$ cat config.mk
export PLATFORM = sky130hd
export DESIGN_NAME = delay_eye_scan
export DESIGN_NICKNAME = d
export VERILOG_FILES = /design/src/rtl/delay_eye_scan.sv
export SDC_FILE = /design/constraint.sdc
export NUM_CORES = 1
export LEC_CHECK = 0
export ABC_AREA = 1
export CAP_MARGIN = 25
export CORE_ASPECT_RATIO = 1.4
export CORE_MARGIN = 2
export CORE_UTILIZATION = 60
export CTS_CLUSTER_DIAMETER = 80
export DETAILED_ROUTE_END_ITERATION = 8
export GPL_TIMING_DRIVEN = 0
export PLACE_DENSITY = 0.81
export SETUP_SLACK_MARGIN = 0.05
export SLEW_MARGIN = 20
export SYNTH_ARGS = -nofsm -noshare
export SYNTH_HDL_FRONTEND = slang
export SYNTH_SLANG_ARGS = --single-unit
$ cat constraint.sdc
create_clock -name clk_125m -period 4.1 [get_ports clk_125m]
set_input_delay 0.41 -clock clk_125m [delete_from_list [all_inputs] [get_ports clk_125m]]
set_output_delay 0.41 -clock clk_125m [all_outputs]
set_load 0.005 [all_outputs]
$ cat src/rtl/delay_eye_scan.sv
// Eye-centering sweep for the DAC data-path ODELAY. Steps the tap across its range,
// grades each tap over a pattern-check window, then commands the centre of the longest passing run.
module delay_eye_scan #(
  parameter int STEP    = 8,
  parameter int MAX_TAP = 511,
  parameter int SETTLE  = 64,
  parameter int SAMPLE  = 256,
  parameter int TIMEOUT = 4096
) (
  input  logic       clk_125m,
  input  logic       rst_n,
  input  logic       start,
  input  logic       ready,
  input  logic [8:0] delay_monitor,
  input  logic       pattern_ok,
  output logic [8:0] delay_value,
  output logic       busy,
  output logic       done,
  output logic       fail,
  output logic [8:0] best_delay,
  output logic [9:0] eye_len
);

  localparam int CW = $clog2((SETTLE > SAMPLE ? SETTLE : SAMPLE) + 1);
  localparam int TW = $clog2(TIMEOUT + 1);

  typedef enum logic [3:0] {
    S_IDLE, S_SET, S_APPLY, S_SETTLE, S_SAMPLE, S_EVAL, S_CENTER, S_FINAL, S_DONE
  } state_e;

  state_e          state_q, state_d;
  logic [8:0]      tap_q, tap_d;
  logic [8:0]      restore_q, restore_d;
  logic [8:0]      delay_value_q, delay_value_d;
  logic            busy_q, busy_d, done_q, done_d, fail_q, fail_d;
  logic [8:0]      best_delay_q, best_delay_d;
  logic [9:0]      eye_len_q, eye_len_d;
  logic [TW-1:0]   to_cnt_q, to_cnt_d;
  logic [CW-1:0]   cnt_q, cnt_d;
  logic            pass_q, pass_d;
  logic            run_open_q, run_open_d;
  logic [8:0]      run_start_q, run_start_d, best_start_q, best_start_d;
  logic [9:0]      run_len_q, run_len_d, best_len_q, best_len_d;

  // Run bookkeeping for the tap just graded, evaluated before the state decode uses it.
  logic [9:0]      next_tap;
  logic            last_point;
  logic            cand_open, close_run;
  logic [8:0]      cand_start;
  logic [9:0]      cand_len;
  logic [15:0]     span, centre;
  logic [6:0]      unused_centre_hi;
  logic [8:0]      centre_tap;

  always_comb begin
    next_tap   = {1'b0, tap_q} + 10'(STEP);
    last_point = next_tap > 10'(MAX_TAP);
    if (pass_q) begin
      cand_open  = 1'b1;
      cand_start = run_open_q ? run_start_q : tap_q;
      cand_len   = run_open_q ? run_len_q + 10'd1 : 10'd1;
    end else begin
      cand_open  = run_open_q;
      cand_start = run_start_q;
      cand_len   = run_len_q;
    end
    close_run = cand_open && (!pass_q || last_point);
    span      = 16'(best_len_q - 10'd1) * 16'(STEP);
    centre    = 16'(best_start_q) + (span >> 1);
    {unused_centre_hi, centre_tap} = centre;
  end

  // NOTE: every next-state signal takes its hold value first so no path leaves one unassigned (no latches).
  always_comb begin
    state_d       = state_q;
    tap_d         = tap_q;
    restore_d     = restore_q;
    delay_value_d = delay_value_q;
    busy_d        = busy_q;
    done_d        = 1'b0;
    fail_d        = fail_q;
    best_delay_d  = best_delay_q;
    eye_len_d     = eye_len_q;
    to_cnt_d      = to_cnt_q;
    cnt_d         = cnt_q;
    pass_d        = pass_q;
    run_open_d    = run_open_q;
    run_start_d   = run_start_q;
    run_len_d     = run_len_q;
    best_start_d  = best_start_q;
    best_len_d    = best_len_q;

    unique case (state_q)
      S_IDLE: if (start) begin
        restore_d    = delay_monitor;
        fail_d       = 1'b0;
        best_delay_d = '0;
        eye_len_d    = '0;
        run_open_d   = 1'b0;
        run_start_d  = '0;
        run_len_d    = '0;
        best_start_d = '0;
        best_len_d   = '0;
        tap_d        = '0;
        busy_d       = 1'b1;
        state_d      = S_SET;
      end
      S_SET: begin
        delay_value_d = tap_q;
        to_cnt_d      = '0;
        state_d       = S_APPLY;
      end
      S_APPLY: begin
        if (ready && delay_monitor == tap_q) begin
          cnt_d   = '0;
          state_d = S_SETTLE;
        end else if (to_cnt_q == TW'(TIMEOUT - 1)) begin
          fail_d        = 1'b1;
          delay_value_d = restore_q;
          to_cnt_d      = '0;
          state_d       = S_FINAL;
        end else begin
          to_cnt_d = to_cnt_q + 1'b1;
        end
      end
      S_SETTLE: begin
        if (cnt_q == CW'(SETTLE - 1)) begin
          cnt_d   = '0;
          pass_d  = 1'b1;
          state_d = S_SAMPLE;
        end else begin
          cnt_d = cnt_q + 1'b1;
        end
      end
      S_SAMPLE: begin
        pass_d = pass_q & pattern_ok;
        if (cnt_q == CW'(SAMPLE - 1)) begin
          cnt_d   = '0;
          state_d = S_EVAL;
        end else begin
          cnt_d = cnt_q + 1'b1;
        end
      end
      S_EVAL: begin
        run_open_d  = cand_open && !close_run;
        run_start_d = cand_start;
        run_len_d   = cand_len;
        // Strictly greater keeps the lowest-tap run on a tie.
        if (close_run && cand_len > best_len_q) begin
          best_start_d = cand_start;
          best_len_d   = cand_len;
        end
        if (last_point) begin
          state_d = S_CENTER;
        end else begin
          tap_d   = next_tap[8:0];
          state_d = S_SET;
        end
      end
      S_CENTER: begin
        if (best_len_q == '0) begin
          fail_d        = 1'b1;
          delay_value_d = restore_q;
        end else begin
          best_delay_d  = centre_tap;
          eye_len_d     = best_len_q;
          delay_value_d = centre_tap;
        end
        to_cnt_d = '0;
        state_d  = S_FINAL;
      end
      S_FINAL: begin
        if (ready && delay_monitor == delay_value_q) begin
          state_d = S_DONE;
        end else if (to_cnt_q == TW'(TIMEOUT - 1)) begin
          fail_d  = 1'b1;
          state_d = S_DONE;
        end else begin
          to_cnt_d = to_cnt_q + 1'b1;
        end
      end
      S_DONE: begin
        done_d  = 1'b1;
        busy_d  = 1'b0;
        state_d = S_IDLE;
      end
      default: state_d = S_IDLE;
    endcase
  end

  // NOTE: sequential state uses non-blocking assignments so every register samples pre-edge values.
  always_ff @(posedge clk_125m or negedge rst_n) begin
    if (!rst_n) begin
      state_q       <= S_IDLE;
      tap_q         <= '0;
      restore_q     <= '0;
      delay_value_q <= '0;
      busy_q        <= 1'b0;
      done_q        <= 1'b0;
      fail_q        <= 1'b0;
      best_delay_q  <= '0;
      eye_len_q     <= '0;
      to_cnt_q      <= '0;
      cnt_q         <= '0;
      pass_q        <= 1'b0;
      run_open_q    <= 1'b0;
      run_start_q   <= '0;
      run_len_q     <= '0;
      best_start_q  <= '0;
      best_len_q    <= '0;
    end else begin
      state_q       <= state_d;
      tap_q         <= tap_d;
      restore_q     <= restore_d;
      delay_value_q <= delay_value_d;
      busy_q        <= busy_d;
      done_q        <= done_d;
      fail_q        <= fail_d;
      best_delay_q  <= best_delay_d;
      eye_len_q     <= eye_len_d;
      to_cnt_q      <= to_cnt_d;
      cnt_q         <= cnt_d;
      pass_q        <= pass_d;
      run_open_q    <= run_open_d;
      run_start_q   <= run_start_d;
      run_len_q     <= run_len_d;
      best_start_q  <= best_start_d;
      best_len_q    <= best_len_d;
    end
  end

  assign delay_value = delay_value_q;
  assign busy        = busy_q;
  assign done        = done_q;
  assign fail        = fail_q;
  assign best_delay  = best_delay_q;
  assign eye_len     = eye_len_q;

endmodule

==> impl_results.md, run 1 <==
* Status: finished, final reports clean
* Antenna violations before repair at 0
* Worst EP arrival at 3.43 ns
* Via density at 5.55
* Core footprint at 0.0108 mm^2
* Io pins at 45
* IO buf count at 44
* CP max FO at 10
* CTS tree: built
* Die Area at 0.0119 mm^2
* Final worst path period need at 3.19 ns
* Highest-count cells in the layout ignoring fill and taps: 285 x nand2_1, 112 x dfrtp_1, 97 x inv_1
* R2r setup slk at 0.91 ns
* Share of cells above drive strength 1 at 6.11%
* Vias in the first global route at 5,770
* R2R Path End: best_len_q[6]
* Top cell family by delay on the critical path: simple AND/OR/NAND/NOR gates
* Max Fclk at ~0.31 GHz
* Clk_skew at 0.00793 ns
* Synth Area in Adders at 4.65%
* WL final at 16,500 um
* Largest family of logic cells by synthesized area: simple AND/OR/NAND/NOR gates
* Overall Global Routing Usage at 29.0%
* Multi-input combinational cell area at roughly 0.0033 mm^2
* Num CTS Buffers at 9
* Max Transition Viols Final at 0
* Clk_lat worst skew at 0.36 ns
* Worst r2r src: run_len_q[0]
* RSZ-0062 raised after global routing: false
* Die W at 92.8 um
* Max_cap viols at 0
* Inserted Diodes at 0
* Synthesized flop and latch total at 112
* Largest stage delay, worst path at ~0.45 ns
* Synthesized area at 0.00662 mm^2
* Post-Synth Simple-Gate Area at 30.1%
* GPL Wtd Cong at 0.896
* XOR/XNOR Fraction of Synth Area at 2.51%
* Crit Path Class: flip-flop to flip-flop
* Maximum vdd drop at 0.000237 V
* Cts hold-fix bufs at 0
* Post-route DRC violation count at 0
* Commonest non-fill, non-tap cell in the layout: nand2_1
* First-pass iteration count of the detailed router at 5
* DR WL/cell at about 15 um
* Final hold viol count at 0
* Power per Cell Area at 608 mW/mm^2
* Hold WC Path Type: input port to asynchronous set/reset pin
* Mapped Cells at 904
* Via Count at 6,138
* Final Net Count at about 1,000
* Setup violations, final at 0
* Worst Tran Pin Value at around 0.52 ns
* Slowest CP cell: dfrtp_1
* Row count at 45
* Root Buffer: clkbuf_16
* Critical Path, Cell by Cell: ha_1 > nand3_1 > nor3_1 > nand2_1 > nor2_1 > nand2_1 > nand3_1 > inv_1 > ha_1 > nand2_1 > nor2_1 > nand2_1 > nor3b_1 > nor2_1 > a21boi_1 > buf_2 > o21ai_0
* Fillers at approximately 940
* Static leakage at 3.79 nW
* Slew headroom at 64.9%
* GR Overflow Total at 0
* Netlist cell types at 41
* CP most frequent cell: nand2_1
* Initial DRC Count at between 400 and 500
* Largest net degree at the start of global routing at 58
* ANT nets after route at 0
* Sequential share of the synthesized area at 42.3%
* R2R cell count at 17
* Resized cells post-CTS at 0
* Initial core utilization at 61.2%
* Clock Tree Buf Depth at 2
* First-pass GRT wire length at 27,400 um
* Placed Area at 0.00726 mm^2
* CP Buf/Inv Count at 2
* Overall power at 4.61 mW
* Clk sinks at 112
* Yosys warning count at 0
* Synthesized Nets at 942
* Post-CTS setup buffers at 0
* DPL Wire Length at 12,300 um
* Multiplexer share of the synthesized area at 0%
* WP data required at 4.34 ns
* Final core occ at 70.2%
* Synth Area per Inst at 7.32 um^2
* Synth Area in Compound Gates at 12.4%
* Area Overhead vs Synth at 14.6%
* Die Ht at 128 um
* Crit end category: flip-flop
* Setup crit start kind: flip-flop
* Worst-path clk slew at about 0.07 ns
* H-tree depth at 3
* Register area at 0.00280 mm^2
* Fin crit share at 77.8%
* Fin area at 0.00759 mm^2
==> routing by layer <==
metal | up-vias | part of all wire [%] | routed length (um) | track usage, %
met1 | 2928 | 42 | 6970 | 36.7
met4 | 0 | 2.5 | 408 | 11.0
li1 | 3044 | - | - | -
met2 | 139 | 51 | 8460 | 50.3
met5 | - | 0 | 0 | 0
met3 | 27 | 3.8 | 625 | 4.12
==> worst max-delay path by stage <==
stage	start	endpoint	slack, ns	cells past startpoint
after detailed placement	run_len_q[0]	best_len_q[6]	0.92	17
final	run_len_q[0]	best_len_q[6]	0.91	17
after floorplan	run_len_q[0]	best_len_q[2]	1.49	17
after global routing	run_len_q[0]	best_len_q[3]	0.49	18
after global placement	rst_n	cnt_q[5]	-1.73	1
after CTS	run_len_q[0]	best_len_q[6]	0.88	17
==> Yosys cell counts, drive strengths merged <==
cell type | instances | area (um^2)
o21a | 2 | 15.0
nor3b | 1 | 7.51
nor3 | 14 | 91.3
nand2 | 291 | 1110
o21ai | 89 | 445
a22oi | 3 | 27.5
inv | 104 | 390
a21o | 4 | 30.0
ha | 23 | 288
a31oi | 1 | 6.26
a21oi | 28 | 140
o21bai | 8 | 60.1
nand3 | 76 | 385
buf | 16 | 97.6
clkinv | 1 | 3.75
o31ai | 1 | 7.51
clkbuf | 8 | 33.8
or2 | 2 | 12.5
nor2 | 73 | 284
o22ai | 5 | 31.3
dfrtp | 112 | 2800
xnor2 | 9 | 78.8
a21boi | 1 | 7.51
nand3b | 4 | 42.5
o211ai | 7 | 52.6
xor2 | 10 | 87.6
fa | 1 | 20.0
nand4 | 10 | 62.6
==> where the power goes <==
group	internal, mW	switching [mW]	leakage, nW
combinational	0.743	1.35	2.12
sequential	1.35	0.212	1.52
clock	0.552	0.403	0.152
==> flip-flops by register name, indices dropped and copies added (netlist names), 9 cells and up <==
register and cells:
to_cnt_q 13, best_len_q 10, eye_len 10, run_len_q 10
best_delay 9, best_start_q 9, cnt_q 9, delay_value 9
restore_q 9, run_start_q 9
==> per-stage QoR <==
step / hold WS (ns) / setup slack [ns] / std cells / TNS [ns]
floorplan: 0.114 / 1.49 / 904 / 0
global placement: 0.454 / -1.73 / 1089 / -193.11
detailed placement: 0.407 / 0.921 / 1090 / 0
CTS: 0.0331 / 0.885 / 1106 / 0
global route: 0.0545 / 0.493 / 1106 / 0
finish: 0.00722 / 0.910 / 1106 / 0
==> worst reg2reg max path, cell delays in order, from the launching register on <==
cell and delay (ns):
dfrtp_1 0.45, ha_1 0.20, nand3_1 0.13, nor3_1 0.30, nand2_1 0.14, nor2_1 0.11
nand2_1 0.06, nand3_1 0.13, inv_1 0.09, ha_1 0.27, nand2_1 0.06, nor2_1 0.18
nand2_1 0.08, nor3b_1 0.20, nor2_1 0.09, a21boi_1 0.21, buf_2 0.28, o21ai_0 0.11
==> layout make-up <==
| type | count | area share, % |
|---|---|---|
| Clock inverter | 5 | 1.06 |
| Multi-Input combinational cell | 663 | 43.4 |
| Timing Repair Buffer | 45 | 6.18 |
| Inverter | 105 | 5.19 |
| Clock buffer | 11 | 3.20 |
| Sequential cell | 112 | 36.9 |
| Buffer | 24 | 1.73 |
| Tap cell | 141 | 2.33 |
==> logic make-up after synthesis <==
| group | count (synthesis) |
|---|---|
| xor+xnor | 19 |
| simple gates | 471 |
| compound gates | 149 |
| buf+inv | 129 |
| fa+ha+maj | 24 |
| flops | 112 |
(Power assumes the default switching activity.)
==> run 2: changes to the inputs <==
- CORE_UTILIZATION: 60 -> 54
- PLACE_DENSITY: 0.81 -> 0.77
- clock period: 4.1 -> 2.9 ns (I/O delays scaled with it)
==> impl_results.md, run 2 (synthesized netlist as in run 1, its figures left out) <==
* Largest Register: to_cnt_q
* Die Ht at 135 um (+5.2%)
* Initial core utilization at 55.7% (-5.5 points)
* Hold WC Path Type: input port to asynchronous set/reset pin
* Final core occ at 65.1% (-5.0 points)
* Worst Tran Pin Value at 0.540 ns (+0.0193 ns)
* Core footprint at 0.0119 mm^2 (+9.9%)
* Num CTS Buffers at 9 (unchanged)
* R2r setup slk at 0.11 ns (-0.80 ns)
* Power per Cell Area at 847 mW/mm^2 (+39%)
* CP max FO at 10 (unchanged)
* Via density at 5.57 (+0.37%)
* Setup crit start kind: flip-flop
* Clk sinks at 112 (unchanged)
* Vias in the first global route at 5,950 (+3.1%)
* Die W at 97.6 um (+5.2%)
* Post-Place Cells at 1,096 (+0.55%)
* Slew headroom at 64.0% (-0.92 points)
* Clk_lat worst skew at 0.35 ns (about the same)
* Status: finished, final reports clean
* Clk_skew at 0.00781 ns (-0.000120 ns)
* Static leakage at 3.87 nW (+1.9%)
* WP data required at 3.19 ns (-1.15 ns)
* GPL Wtd Cong at 0.921 (+2.8%)
* Crit Path Class: flip-flop to flip-flop
* Fin cells at 1,122 (+1.4%)
* Inserted Diodes at 0 (unchanged)
* Flip-flop count of the largest register after layout at 13 (unchanged)
* Worst-path clk slew at 0.07 ns (about the same)
* Crit end category: flip-flop
* M3 GR Usage at 3.52% (-0.60 points)
* Busiest grt layer: met2
* Largest net degree at the start of global routing at 78 (+34%)
* Clock Tree Buf Depth at 2 (unchanged)
* GR Overflow Total at 0 (unchanged)
* DR WL/cell at 15.4 um (+3.6%)
* Die Area at 0.0132 mm^2 (+11%)
* Max Transition Viols Final at 0 (unchanged)
* Worst EP arrival at 3.08 ns (-0.35 ns)
* Highest-count cells in the layout ignoring fill and taps: 282 x nand2_1, 110 x dfrtp_1, 97 x inv_1
* Worst r2r src: run_len_q[1]
* First-pass GRT wire length at 27,900 um (+1.8%)
* Via Count at 6,250 (+1.8%)
* Commonest non-fill, non-tap cell in the layout: nand2_1
* IO buf count at 44 (unchanged)
* Final Net Count at 1,009 (+1.1%)
* Global-route met1 utilization at 32.2% (-4.5 points)
* R2R Path End: best_len_q[8]
* Row count at 47 (+4.4%)
* H-tree depth at 3 (unchanged)
* Setup violations, final at 0 (unchanged)
* Final worst path period need at 2.79 ns (-0.403 ns)
* Fin crit share at 96.1% (+18 points)
* Min Hold Slack at 0.384 ns (+0.376 ns)
* Post-route DRC violation count at 0 (unchanged)
* Overall Global Routing Usage at 26.2% (-2.8 points)
* Initial DRC Count at 348 (-14%)
* Max_cap viols at 0 (unchanged)
* R2R cell count at 18 (+1)
* Share of cells above drive strength 1 at 8.82% (+2.7 points)
* DPL Wire Length at 12,700 um (+3.2%)
* Io pins at 45 (unchanged)
* Met2 Use GR at 47.2% (-3.1 points)
* Setup TNS at 0 ns (unchanged)
* Area Overhead vs Synth at 16.9%
* Final hold viol count at 0 (unchanged)
* Max Fclk at 0.359 GHz (+14%)
* Root Buffer: clkbuf_16
* CTS tree: built
* ANT nets after route at 0 (unchanged)
* Antenna violations before repair at 0 (unchanged)
* First-pass iteration count of the detailed router at 5 (unchanged)
* Maximum vdd drop at 0.000393 V (+66%)
* WL final at 17,300 um (+5.1%)
[run 2: cell types whose count changed in the layout (fill, tap and decap cells not counted), moves of 2 or more]
cell / change
nor2_1: -4
dfrtp_1: -2
nand3_1: -2
dfrtp_2: +2
nand2_2: +2
bufinv_16: -2
buf_2: -2
buf_4: +10
nor2_2: +3
nor3_1: -2
nand2_1: -3
[run 2: what timing repair did]
action | 4_1_cts | 5_1_grt
hold buffers | 1 | 0
setup endpoints to repair | 19 | 19
endpoints found under the hold margin | 35 | 0
gates cloned | 0 | 1
setup buffers | 3 | 6
gates resized for setup | 8 | 20
pin swaps | 2 | 6
[run 2: how the worst max path moves through the flow]
stage                       from               to  slack, ns
floorplan           run_len_q[0]    best_len_q[2]       0.29
global placement           rst_n         cnt_q[5]      -2.77
detailed placement  run_len_q[0]    best_len_q[5]      -0.25
CTS                 run_len_q[1]    best_len_q[9]       0.06
global route        run_len_q[1]  best_start_q[6]      -0.02
finish              run_len_q[1]    best_len_q[8]       0.11
[run 2: stage by stage]
stage / power (mW) / cell area [um^2] / worst slack, ns
floorplan: 4.20 / 6620 / 0.285
global placement: 5.11 / 7240 / -2.77
detailed placement: 5.19 / 7270 / -0.250
CTS: 6.43 / 7600 / 0.0624
global route: 7.01 / 7740 / -0.0157
finish: 6.56 / 7740 / 0.113
[run 2: power breakdown]
group | internal, mW | leakage (nW) | switching, mW
Clock | 0.624 | 0.134 | 0.564
Combinational | 1.14 | 2.21 | 2.00
Sequential | 1.92 | 1.52 | 0.313
[run 2: area by class of cell]
class	count	area, um^2
multi-input combinational	663	3360
buffer	24	145
timing repair buffer	56	572
clock buffer	12	256
tap	147	184
sequential	112	2810
fill	1032	4140
inverter	105	394
clock inverter	3	17.5
[run 2: critical path, stage by stage (launching register included)]
cell and delay (ns):
dfrtp_1 0.40, ha_2 0.24, nand3_4 0.11, nor3_4 0.16
nand2_2 0.10, nor2_2 0.08, nand2_1 0.06, nand3_2 0.09
inv_1 0.06, ha_1 0.28, nand2_2 0.07, nor2_4 0.13
nand2_1 0.08, nor3b_2 0.23, nor2_2 0.08, a21boi_2 0.19
buf_4 0.22, nand2_1 0.07, nand2_1 0.08
[run 2: routing by layer]
| metal | share of wire [%] | vias up |
|---|---|---|
| met5 | 0 | - |
| met3 | 4.6 | 34 |
| met4 | 2.4 | 0 |
| met1 | 42 | 2962 |
| li1 | - | 3053 |
| met2 | 51 | 201 |
==> run 3: changes to the inputs <==
- CORE_UTILIZATION: 54 -> 50
- PLACE_DENSITY: 0.77 -> 0.72
==> impl_results.md, run 3 (synthesized netlist as in run 1, its figures left out) <==
* Clk sinks at 112 (unchanged)
* Placed Area at 0.00728 mm^2 (+0.10%)
* Vias in the first global route at 5,643 (-5.2%)
* Clk_skew at 0.0155 ns (+0.00766 ns)
* Share of cells above drive strength 1 at 10.8% (+2.0 points)
* Row count at 49 (+4.3%)
* Via density at 5.53 (-0.64%)
* Worst r2r src: run_len_q[1]
* Overall power at 6.83 mW (+4.2%)
* Crit end category: flip-flop
* GR Overflow Total at 0 (unchanged)
* Final Net Count at 1,010 (+0.099%)
* Setup crit start kind: flip-flop
* Die W at 101 um (+3.8%)
* Flip-flop count of the largest register after layout at 13 (unchanged)
* Max Fclk at 0.353 GHz (-1.6%)
* Clock Tree Buf Depth at 2 (unchanged)
* DPL Wire Length at 12,600 um (-0.11%)
* RSZ-0062 raised after global routing: true
* Status: finished, final reports clean
* Fin area at 0.00794 mm^2 (+2.6%)
* Die Area at 0.0142 mm^2 (+7.7%)
* CP max FO at 5 (-5)
* First-pass GRT wire length at 28,100 um (+0.65%)
* Slew headroom at 62.2% (-1.8 points)
* DR WL/cell at 15.9 um (+3.0%)
* Max Transition Viols Final at 0 (unchanged)
* Initial DRC Count at 377 (+8.3%)
* Core footprint at 0.0129 mm^2 (+8.4%)
* Die Ht at 140 um (+3.8%)
* Largest net degree at the start of global routing at 76 (-2.6%)
* Num CTS Buffers at 9 (unchanged)
* Largest Register: to_cnt_q
* Hold WC Path Type: input port to asynchronous set/reset pin
* Setup violations, final at 0 (unchanged)
* Maximum vdd drop at 0.000438 V (+12%)
* Worst Tran Pin Value at 0.567 ns (+0.0270 ns)
* Initial core utilization at 51.4% (-4.3 points)
* Fin crit share at 97.7% (+1.6 points)
* Setup TNS at 0 ns (unchanged)
* Post-route DRC violation count at 0 (unchanged)
* GPL Wtd Cong at 0.892 (-3.1%)
* First-pass iteration count of the detailed router at 5 (unchanged)
* Crit Path Class: flip-flop to flip-flop
* Commonest non-fill, non-tap cell in the layout: nand2_1
* Inserted Diodes at 0 (unchanged)
* CTS tree: built
* WP data required at 3.18 ns (about the same)
* Root Buffer: clkbuf_16
* H-tree depth at 3 (unchanged)
* R2R cell count at 18 (unchanged)
* Io pins at 45 (unchanged)
* Area Overhead vs Synth at 19.9%
* Max_cap viols at 0 (unchanged)
* Worst EP arrival at 3.11 ns (+0.03 ns)
* WL final at 17,900 um (+3.7%)
* Via Count at 6,254 (+0.064%)
* Highest-count cells in the layout ignoring fill and taps: 268 x nand2_1, 110 x dfrtp_1, 96 x inv_1
* Final hold viol count at 0 (unchanged)
* Antenna violations before repair at 0 (unchanged)
* ANT nets after route at 0 (unchanged)
* R2R Path End: best_len_q[2]
* Final worst path period need at 2.83 ns (+0.0452 ns)
* IO buf count at 44 (unchanged)
* Worst-path clk slew at 0.08 ns (about the same)
* Clk_lat worst skew at 0.36 ns (about the same)
* R2r setup slk at 0.07 ns (-0.05 ns)
* Overall Global Routing Usage at 25.1% (-1.1 points)
* Static leakage at 3.97 nW (+2.6%)
* Power per Cell Area at 861 mW/mm^2 (+1.6%)
run 3: worst max path at each step:
stage / start / to / slack [ns]
CTS: run_len_q[0] / best_len_q[3] / 0.07
floorplan: run_len_q[0] / best_len_q[2] / 0.29
global route: run_len_q[1] / best_start_q[4] / -0.15
detailed placement: run_len_q[0] / best_len_q[5] / -0.26
global placement: rst_n / cnt_q[5] / -2.92
finish: run_len_q[1] / best_len_q[2] / 0.07
run 3: worst max-delay path, stage by stage, from the launching register on:
cell      delay (ns)
dfrtp_1         0.42
buf_6           0.14
nand3_4         0.08
nor3_4          0.24
nand3_2         0.14
nor2_2          0.11
nor2_1          0.04
nand2_1         0.10
inv_2           0.06
ha_4            0.27
nand2_4         0.05
nor2_4          0.11
nand2_1         0.08
nor3b_2         0.23
nor2_2          0.10
a21boi_4        0.27
buf_6           0.18
nand2_2         0.04
o21ai_1         0.07
run 3: what timing repair did:
action                                 CTS  global route
pin swaps                                1            15
setup endpoints to repair               19            19
gates cloned                             1             2
setup buffers                            4             4
gates resized for setup                 12            63
hold buffers                             1             0
endpoints found under the hold margin   37             0
run 3: final cells by class:
cell class,instances,area [um^2]
Fill cell,1137,4940
Sequential cell,112,2810
Clock buffer,9,225
Timing Repair Buffer,57,611
Multi-Input combinational cell,663,3470
Tap cell,153,191
Inverter,105,394
Clock inverter,7,83.8
Buffer,24,155
run 3: through the flow:
| step | instances | setup slack, ns | hold slack (ns) | utilization (%) |
|---|---|---|---|---|
| after CTS | 1124 | 0.0717 | 0.408 | 59.6 |
| final | 1130 | 0.0676 | 0.390 | 61.6 |
| after global routing | 1130 | -0.150 | 0.451 | 61.6 |
| after floorplan | 904 | 0.285 | -0.00559 | - |
| after global placement | 1101 | -2.92 | 0.453 | 56.3 |
| after detailed placement | 1102 | -0.264 | 0.221 | 56.5 |
run 3: report_power, final:
part,switching (mW),leakage [nW],internal [mW]
Sequential,0.300,1.52,1.91
Combinational,2.10,2.30,1.19
Clock,0.637,0.149,0.689
run 3: layer usage:
metal | track usage, % | wire [um] | vias to the layer above | share of wire, %
li1 | - | - | 3066 | -
met1 | 34.2 | 7620 | 2972 | 42
met2 | 40.6 | 8970 | 171 | 50
met3 | 2.79 | 717 | 45 | 4.0
met4 | 10.2 | 630 | 0 | 3.5
met5 | 0 | 0 | - | 0
